$ cat src/rtl/sprint1_ctrl_pkg.sv
// Shared types and constants for the Sprint 1 input sequencer:
// gear encoding, quadrature phase helpers and steering FSM states.
package sprint1_ctrl_pkg;

    typedef logic [1:0] gear_t;
    typedef logic [1:0] quad_t;

    typedef enum logic [1:0] {
        IDLE = 2'd0,
        CW   = 2'd1,
        CCW  = 2'd2
    } steer_st_t;

    localparam gear_t GEAR_MAX = 2'd3;
    localparam gear_t GEAR_MIN = 2'd0;

    // Active-low {gear3_n, gear2_n, gear1_n}; top gear closes no switch.
    localparam logic [2:0] GEAR_N_LUT [4] = '{3'b110, 3'b101, 3'b011, 3'b111};

    // One Gray step: CW walks 00->01->11->10->00, CCW walks it backwards.
    function automatic quad_t quad_next(input quad_t q, input logic cw);
        quad_t r;
        case (q)
            2'b00:   r = cw ? 2'b01 : 2'b10;
            2'b01:   r = cw ? 2'b11 : 2'b00;
            2'b11:   r = cw ? 2'b10 : 2'b01;
            default: r = cw ? 2'b00 : 2'b11;
        endcase
        return r;
    endfunction

endpackage

$ cat src/rtl/sprint1_ctrl_seq_debounce.sv
// Two-flop synchronizer followed by a stability counter. The debounced
// level only follows the synchronized input after it has differed from
// it for DEBOUNCE_CYC consecutive cycles.
module sprint1_debounce #(
    parameter int DEBOUNCE_CYC = 4096
) (
    input  logic clk_12,
    input  logic rst_n,
    input  logic din,
    output logic level_o
);
    localparam int CNT_W = (DEBOUNCE_CYC > 2) ? $clog2(DEBOUNCE_CYC) : 1;
    localparam logic [CNT_W-1:0] CNT_LAST = CNT_W'(DEBOUNCE_CYC - 1);

    logic [1:0]       sync_q;
    logic [CNT_W-1:0] cnt_q, cnt_d;
    logic             level_q, level_d;
    logic             synced;

    assign synced  = sync_q[1];
    assign level_o = level_q;

    // Count while the synced input disagrees with the accepted level.
    always_comb begin
        cnt_d   = '0;
        level_d = level_q;
        if (synced != level_q) begin
            if (cnt_q == CNT_LAST) begin
                level_d = synced;
            end else begin
                cnt_d = cnt_q + 1'b1;
            end
        end
    end

    // Synchronizer, counter and accepted level registers.
    always_ff @(posedge clk_12 or negedge rst_n) begin
        if (!rst_n) begin
            sync_q  <= 2'b00;
            cnt_q   <= '0;
            level_q <= 1'b0;
        end else begin
            sync_q  <= {sync_q[0], din};
            cnt_q   <= cnt_d;
            level_q <= level_d;
        end
    end

endmodule

$ cat src/rtl/sprint1_ctrl_seq.sv
// Sprint 1 input sequencer: debounced gear shifter and rate-divided
// quadrature steering generator.
// Optional build macro SPRINT1_STEER_ACCEL_EN: doubles the steering step
// rate after ACCEL_STEPS consecutive same-direction steps.
//
// state | meaning
// IDLE  | no single direction held; prescaler at 0, phase frozen
// CW    | right held; phase walks 00->01->11->10
// CCW   | left held; phase walks 00->10->11->01
module sprint1_ctrl_seq
    import sprint1_ctrl_pkg::*;
#(
    parameter int DEBOUNCE_CYC = 4096,
    parameter int STEER_DIV    = 12096
`ifdef SPRINT1_STEER_ACCEL_EN
    ,
    parameter int ACCEL_STEPS  = 8
`endif
) (
    input  logic       clk_12,
    input  logic       Reset_n,
    input  logic       left,
    input  logic       right,
    input  logic       gear_up,
    input  logic       gear_down,
    output logic [2:0] gear_n,
    output logic       steer_a,
    output logic       steer_b,
    output logic [1:0] gear_num,
    output logic       step_strb
);
    localparam int PW = $clog2(STEER_DIV);
    localparam logic [PW-1:0] WRAP_BASE = PW'(STEER_DIV - 1);

    logic      up_lvl, dn_lvl, up_prev_q, dn_prev_q, up_rise, dn_rise;
    gear_t     gear_q, gear_d;
    logic [2:0] gear_n_q, gear_n_d;

    logic [1:0]    lsync_q, rsync_q;
    steer_st_t     st_q, st_d;
    logic [PW-1:0] presc_q, presc_d, cnt_cur, wrap_pt;
    quad_t         phase_q, phase_d;
    logic          strb_q, strb_d, wrap;

`ifdef SPRINT1_STEER_ACCEL_EN
    localparam logic [PW-1:0] WRAP_FAST = PW'(STEER_DIV / 2 - 1);
    localparam logic [3:0]    ACCEL_TH  = 4'(ACCEL_STEPS);
    logic [3:0] run_q, run_d;
`endif

    sprint1_debounce #(.DEBOUNCE_CYC(DEBOUNCE_CYC)) u_deb_up (
        .clk_12 (clk_12),
        .rst_n  (Reset_n),
        .din    (gear_up),
        .level_o(up_lvl)
    );

    sprint1_debounce #(.DEBOUNCE_CYC(DEBOUNCE_CYC)) u_deb_dn (
        .clk_12 (clk_12),
        .rst_n  (Reset_n),
        .din    (gear_down),
        .level_o(dn_lvl)
    );

    assign up_rise = up_lvl & ~up_prev_q;
    assign dn_rise = dn_lvl & ~dn_prev_q;

    // Saturating gear step; simultaneous up and down edges cancel.
    always_comb begin
        gear_d = gear_q;
        if (up_rise && !dn_rise && gear_q != GEAR_MAX) begin
            gear_d = gear_q + 1'b1;
        end else if (dn_rise && !up_rise && gear_q != GEAR_MIN) begin
            gear_d = gear_q - 1'b1;
        end
        gear_n_d = GEAR_N_LUT[gear_d];
    end

    // Steering next state, prescaler and phase; a state change restarts the count.
    always_comb begin
        case ({rsync_q[1], lsync_q[1]})
            2'b10:   st_d = CW;
            2'b01:   st_d = CCW;
            default: st_d = IDLE;
        endcase
        cnt_cur = (st_d != st_q) ? '0 : presc_q;
        wrap_pt = WRAP_BASE;
`ifdef SPRINT1_STEER_ACCEL_EN
        if (run_q >= ACCEL_TH) begin
            wrap_pt = WRAP_FAST;
        end
`endif
        wrap    = (st_d != IDLE) && (cnt_cur == wrap_pt);
        presc_d = (st_d == IDLE || wrap) ? '0 : cnt_cur + 1'b1;
        phase_d = wrap ? quad_next(phase_q, st_d == CW) : phase_q;
        strb_d  = wrap;
`ifdef SPRINT1_STEER_ACCEL_EN
        run_d = (st_d != st_q || st_d == IDLE) ? 4'd0 : run_q;
        if (wrap && run_d != 4'hF) begin
            run_d = run_d + 1'b1;
        end
`endif
    end

    // All sequencer state; every output is taken straight from here.
    always_ff @(posedge clk_12 or negedge Reset_n) begin
        if (!Reset_n) begin
            up_prev_q <= 1'b0;
            dn_prev_q <= 1'b0;
            gear_q    <= GEAR_MIN;
            gear_n_q  <= 3'b110;
            lsync_q   <= 2'b00;
            rsync_q   <= 2'b00;
            st_q      <= IDLE;
            presc_q   <= '0;
            phase_q   <= 2'b00;
            strb_q    <= 1'b0;
`ifdef SPRINT1_STEER_ACCEL_EN
            run_q     <= 4'd0;
`endif
        end else begin
            up_prev_q <= up_lvl;
            dn_prev_q <= dn_lvl;
            gear_q    <= gear_d;
            gear_n_q  <= gear_n_d;
            lsync_q   <= {lsync_q[0], left};
            rsync_q   <= {rsync_q[0], right};
            st_q      <= st_d;
            presc_q   <= presc_d;
            phase_q   <= phase_d;
            strb_q    <= strb_d;
`ifdef SPRINT1_STEER_ACCEL_EN
            run_q     <= run_d;
`endif
        end
    end

    assign gear_num  = gear_q;
    assign gear_n    = gear_n_q;
    assign steer_a   = phase_q[1];
    assign steer_b   = phase_q[0];
    assign step_strb = strb_q;

endmodule

$ cat config.mk
export PLATFORM = sky130hd
export DESIGN_NAME = sprint1_ctrl_seq
export DESIGN_NICKNAME = d
export VERILOG_FILES = /design/src/rtl/sprint1_ctrl_pkg.sv /design/src/rtl/sprint1_ctrl_seq_debounce.sv /design/src/rtl/sprint1_ctrl_seq.sv
export SDC_FILE = /design/constraint.sdc
export NUM_CORES = 1
export LEC_CHECK = 0
export ABC_AREA = 1
export CORE_UTILIZATION = 40
export DETAILED_ROUTE_END_ITERATION = 6
export MAX_ROUTING_LAYER = met4
export PLACE_DENSITY = 0.58
export SYNTH_ARGS = -nofsm -noshare
export SYNTH_HDL_FRONTEND = slang
export SYNTH_SLANG_ARGS = --single-unit
$ cat constraint.sdc
create_clock -name clk_12 -period 4 [get_ports clk_12]
set_input_delay 0.4 -clock clk_12 [delete_from_list [all_inputs] [get_ports clk_12]]
set_output_delay 0.4 -clock clk_12 [all_outputs]
set_load 0.01 [all_outputs]
## Yosys cells after proc, flatten, opt, wreduce, memory -nomap -nowiden

Index checks and enable logic that the tools add are counted.

| operators by class | value |
|---|---|
| $add $sub $neg | 5 |
| order comparisons | 1 |
| equal/unequal tests | 12 |
| multiplexer cells | 17 |
| bitwise logic cells | 5 |
| reduce and logical (&&, ||, !) cells | 14 |

Operator list:

| cell | count |
|---|---|
| $mux W12 | 4 |
| $mux W14 | 2 |
| $add A12 B1 Y12 const B | 2 |
| $eq A12 B12 Y1 const B | 2 |
| $add A14 B1 Y14 const B | 1 |
| $eq A14 B14 Y1 const B | 1 |
| $mux W2 | 6 |
| $bmux W3 S2 | 1 |
| $eq A2 B1 Y1 const B | 3 |
| $mux W3 | 2 |
| $pmux W2 S3 | 1 |
| $logic_and A1 B1 Y1 | 5 |
| $eq A2 B2 Y1 const B | 2 |
| $logic_not A2 Y1 | 2 |
| $pmux W2 S2 | 1 |
| $reduce_and A2 Y1 | 2 |
| $reduce_bool A2 Y1 | 2 |
| $ge A3 B3 Y1 const B | 1 |
| $not A2 Y3 | 1 |
| $add A2 B1 Y2 const B | 1 |
| $and A1 B1 Y1 | 2 |
| $logic_not A1 Y1 | 2 |
| $ne A1 B1 Y1 | 2 |
| $ne A2 B2 Y1 | 1 |
| other kinds (4) | 5 |

| storage, ports and cells | value |
|---|---|
| bits in registers | 60 |
| input port bits | 6 |
| logic and storage cells | 70 |

## Longest topological paths before layout

| logic depth | value |
|---|---|
| depth in word-level cells | 11 |
| gate-level depth with buffers | 18 |
| mapped depth without buffers | 14 |

## By module

From an unflattened synthesis, not the netlist that was laid out.

| second synthesis, totals | value |
|---|---|
| cell total of the unflattened synthesis | 365 |
| area total of the unflattened synthesis | 3042.9 um^2 |

By module, submodules not included:

| module | instances | cells an instance | area an instance (um^2) |
|---|---|---|---|
| sprint1_ctrl_seq | 1 | 191 | 1621.6 |
| sprint1_debounce | 2 | 87 | 710.7 |

## Worst setup path after synthesis

OpenSTA, ideal clock, no wires.

| path | value |
|---|---|
| path kind | register to register |
| from | register lsync_q[1] |
| to | register presc_q[8] |
| arrival time | 2238 ps |
| required time | 3881 ps |
| setup slack | 1643 ps |
| stages on the path, launching flop included | 19 |
| path buffers | 4 |
| period minus slack after synthesis | 2357 ps |
| cells stage by stage | dfrtp_1 inv_1 ha_1 buf_6 inv_2 nand2_1 nand2_2 nor2_4 buf_6 buf_4 nand2_1 inv_1 ha_1 nand4_2 nor2_4 nand3_2 nand2_2 buf_6 nor2_1 |

| between the ends | value |
|---|---|
| cells in the longest elaborated chain, start to end | 8 |

RTL lines:

| element | line | source |
|---|---|---|
| start, declared | sprint1_ctrl_seq.sv:39 | `logic [1:0] lsync_q, rsync_q;` |
| start signal, assigned | sprint1_ctrl_seq.sv:126 | `lsync_q <= {lsync_q[0], left};` |
| $eq A2 B1 Y1 or $eq A2 B2 Y1 (tied branches) | sprint1_ctrl_seq.sv:81 | `case ({rsync_q[1], lsync_q[1]})` |
| $pmux W2 S2 * | sprint1_ctrl_seq.sv:81 |  |
| net st_d[0] | sprint1_ctrl_seq.sv:40 | `steer_st_t st_q, st_d;` |
| branches (longest 5 deep; another with $add A14 B1 Y14) | -- |  |
| $mux W14 * | sprint1_ctrl_seq.sv:94 | `presc_d = (st_d == IDLE \|\| wrap) ? '0 : cnt_cur + 1'b1;` |
| net presc_d[8] | sprint1_ctrl_seq.sv:41 | `logic [PW-1:0] presc_q, presc_d, cnt_cur, wrap_pt;` |
| end signal, assigned | sprint1_ctrl_seq.sv:129 | `presc_q <= presc_d;` |
| end, declared | sprint1_ctrl_seq.sv:41 |  |

Mark *: on every way through the listed nets, which the timed path passes.
A chain may end at the register's enable or synchronous reset.

## Final worst setup path

| path | value |
|---|---|
| from | register lsync_q[1] |
| to | register presc_q[6] |

The elaborated chain is that of the path after synthesis.

==> results.toml <==
[status]
status = "complete, no violations"

[grt]
grt_pass1_wl_mm = 8.69
grtUsageMet3_pct = 5.97
grt_max_degree = 42
first_global_vias = 1955
antenna_found_initial = 0
grt_busiest_layer = "met2"
use_met1_pct = 19.3
grt-ovfl-total = 0
grt_usage_pct = 15.5
use_met2_pct = 23.3

[critical_path]
end_kind = "register"
worstSetupPathType = "register to register"
r2r_cells = 15
r2r-end = "presc_q[6]$_DFF_PN0_"
timing.critical_path.from = "lsync_q[1]$_DFF_PN0_"
r2r-start = "lsync_q[1]$_DFF_PN0_"
r2r_setup_slack_ns = 1.42
worstPathRequired_ns = 4.21
crit_path_start_kind = "register"
cp_data_arrival_time_ns = 2.79
cp_max_fo = 22

[floorplan]
fp-row-count = 30
start_util_pct = 42.0
die_y_um = 87.0
die_w_um = 87.0
die_area_mm2 = 0.00756
core_area_mm2 = 0.00687
io_pins = 14

[synthesis]
synth_top_area_cell = "dfrtp_1"
syn_nets = 332
synth.top_cells.by_area = "dfrtp_1 50%, nand2_1 7.4%, nor2_1 6.1%"
synth.distinct_cells = 35
synth_top_cell_area_share_pct = 50.3
netlist_area_mm2 = 0.00289
ys_ff_latch = 60
yosysSeqAreaShare_pct = 52.1
synth_cells = 319
yosys_warnings = 0
syn_avg_cell_area_um2 = 9.05

[cts]
cts_resized = 0
cts_max_level = 3
insertion_delay_ns = 0.34
cts_tree = "yes"
cts-hold-fix-buffers = 0
post_cts_buffers = 0
root_buffer = "clkbuf_8"
numCtsBuffers = 9
clk_pin_slew_ns = 0.07
cts.sinks = 60
clockBufferDepth = 2

[routing]
drtIter0Drc = 56
drc = 0
routed_wirelength_mm = 4.81
firstDrtPassIters = 4
antenna_left = 0
num_vias = 2007
post_drt_via_cell_ratio = 4.54
wl_per_cell_um = 10.9

[timing]
slew_violations = 0
min_period_ns = 2.58
timing.final.crit_share_pct = 64.5
fmax_ghz = 0.388
setup_tns_ns = 0
tightest_slew_ns = 0.855
setup_viol = 0
hold_violations = 0
relSlewSlack_pct = 43.0
rsz0062_at_grt = "no"
fin_ws_ns = 1.42
fin_skew_ns = 0.00614

[cells_and_area]
seqCellArea_mm2 = 0.00150
area_growth_pct = 14.6
antenna_cells = 0
nets = 354
fillers = 658
drive_gt1_share_pct = 11.6
multi_input_area_mm2 = 0.00117
utilization_pct = 48.2

[power_and_ir_drop]
ir_drop_v = 0.000189
powerDensity_mw_per_mm2 = 376
total_power_mw = 1.25
p_leak_nw = 1.56

[place]
portBuffers = 13
dp_hpwl_mm = 3.48
place_congestion = 0.783
dp_slack_ns = 1.42

[min_path]
hold_class = "primary input to async pin"

[flow_run]
max_cap_violations = 0
kinds of logic (layout without fill, tap and decap cells):
logic type      after synthesis  count (layout)  share of synthesized area [%]
fa+ha+maj                     7               7                           3.03
xor+xnor                     20              20                           6.33
flops                        60              60                           52.1
compound gates               20              20                           4.07
simple gates                161             161                           26.9
buf+inv                      51              78                           7.54
layer usage:
layer | share of wire [%] | routed length (um)
met1 | 51 | 2460
met5 | 0 | 0
met2 | 44 | 2110
met3 | 3.8 | 184
met4 | 1.1 | 51
critical path, cell delays in order (launching register included):
cell	delay (ns)
dfrtp_1	0.38
inv_1	0.06
ha_1	0.33
inv_2	0.04
nand2_1	0.07
nand2_2	0.06
nor2_4	0.06
buf_4	0.26
nand2_1	0.08
inv_1	0.08
ha_1	0.25
nand4_2	0.18
nor2_4	0.17
nand3_2	0.08
nand2_2	0.24
nor2_1	0.09
worst max path at each step:
stage                            endpoint  slack (ns)  cells past startpoint
global placement    presc_q[11]$_DFF_PN0_        1.50                     15
global route         presc_q[9]$_DFF_PN0_        1.15                     15
detailed placement  presc_q[11]$_DFF_PN0_        1.42                     15
CTS                  presc_q[6]$_DFF_PN0_        1.40                     15
floorplan            presc_q[8]$_DFF_PN0_        1.64                     18
finish               presc_q[6]$_DFF_PN0_        1.42                     15
cell usage after synthesis:
master    instances
a211oi_1          2
a21o_1            1
a21oi_1           7
a31o_2            1
a31oi_1           1
and2_4            1
and3_1            2
buf_4             1
buf_6             3
dfrtp_1          58
dfstp_2           2
ha_1              7
inv_1            46
inv_2             1
nand2_1          57
nand2_2           2
nand2_4           1
nand3_1          18
nand3_2           3
nand3_4           1
nand3b_1          1
nand4_1          10
nand4_2           1
nor2_1           47
nor2_2            5
nor2_4            3
nor3_1            6
nor3b_1           2
nor4_2            1
o211ai_1          1
o21a_1            1
o21ai_0           6
xnor2_1          10
xnor2_2           1
xor2_1            9
final cells by class:
cell class | count | share of cell area, %
clock buffers | 13 | 4.80
repair buffers | 15 | 4.23
well taps | 96 | 3.63
multi-input cells | 208 | 35.2
inverters | 47 | 5.33
clock inverters | 3 | 1.36
flip-flops and latches | 60 | 45.4
placed cells by master, fill, tap and decap left out, types with 2 or more instances in the layout:
cell	instances
nor3_1	6
and3_1	2
xnor2_1	10
nor2_2	5
ha_1	7
o21ai_0	6
dfstp_2	2
xor2_1	9
nor2_1	47
a21oi_1	7
clkbuf_1	2
buf_4	2
nand4_1	10
clkdlybuf4s50_1	12
nor3b_1	2
nand3_1	18
clkinvlp_4	2
inv_1	46
clkbuf_8	11
nand3_2	3
nand2_1	57
nand2_2	2
a211oi_1	2
dfrtp_1	58
nor2_4	3
state kept, by name (all words and copies together) (netlist names):
signal and count:
gear_num 2, u_deb_up.sync_q 2, phase_q 2, st_q 2, u_deb_up.level_o 1, presc_q 14
u_deb_dn.level_o 1, up_prev_q 1, lsync_q 2, u_deb_up.cnt_q 12, u_deb_dn.sync_q 2, u_deb_dn.cnt_q 12
rsync_q 2, step_strb 1, dn_prev_q 1, gear_n 3
stage by stage:
step | cell area (um2) | hold slack, ns | std cells
after floorplan | 2890 | 0.104 | 319
after global placement | 3110 | 0.332 | 426
after detailed placement | 3110 | 0.337 | 426
after CTS | 3310 | 0.198 | 442
after global routing | 3310 | 0.256 | 442
final | 3310 | 0.169 | 442
power breakdown:
group	total, mW	internal, mW	switching (mW)
clock network	0.553	0.322	0.231
logic	0.0663	0.0206	0.0457
registers	0.627	0.619	0.00754
total	1.25	0.962	0.284
Note: power is estimated with default switching activity, not from simulation.
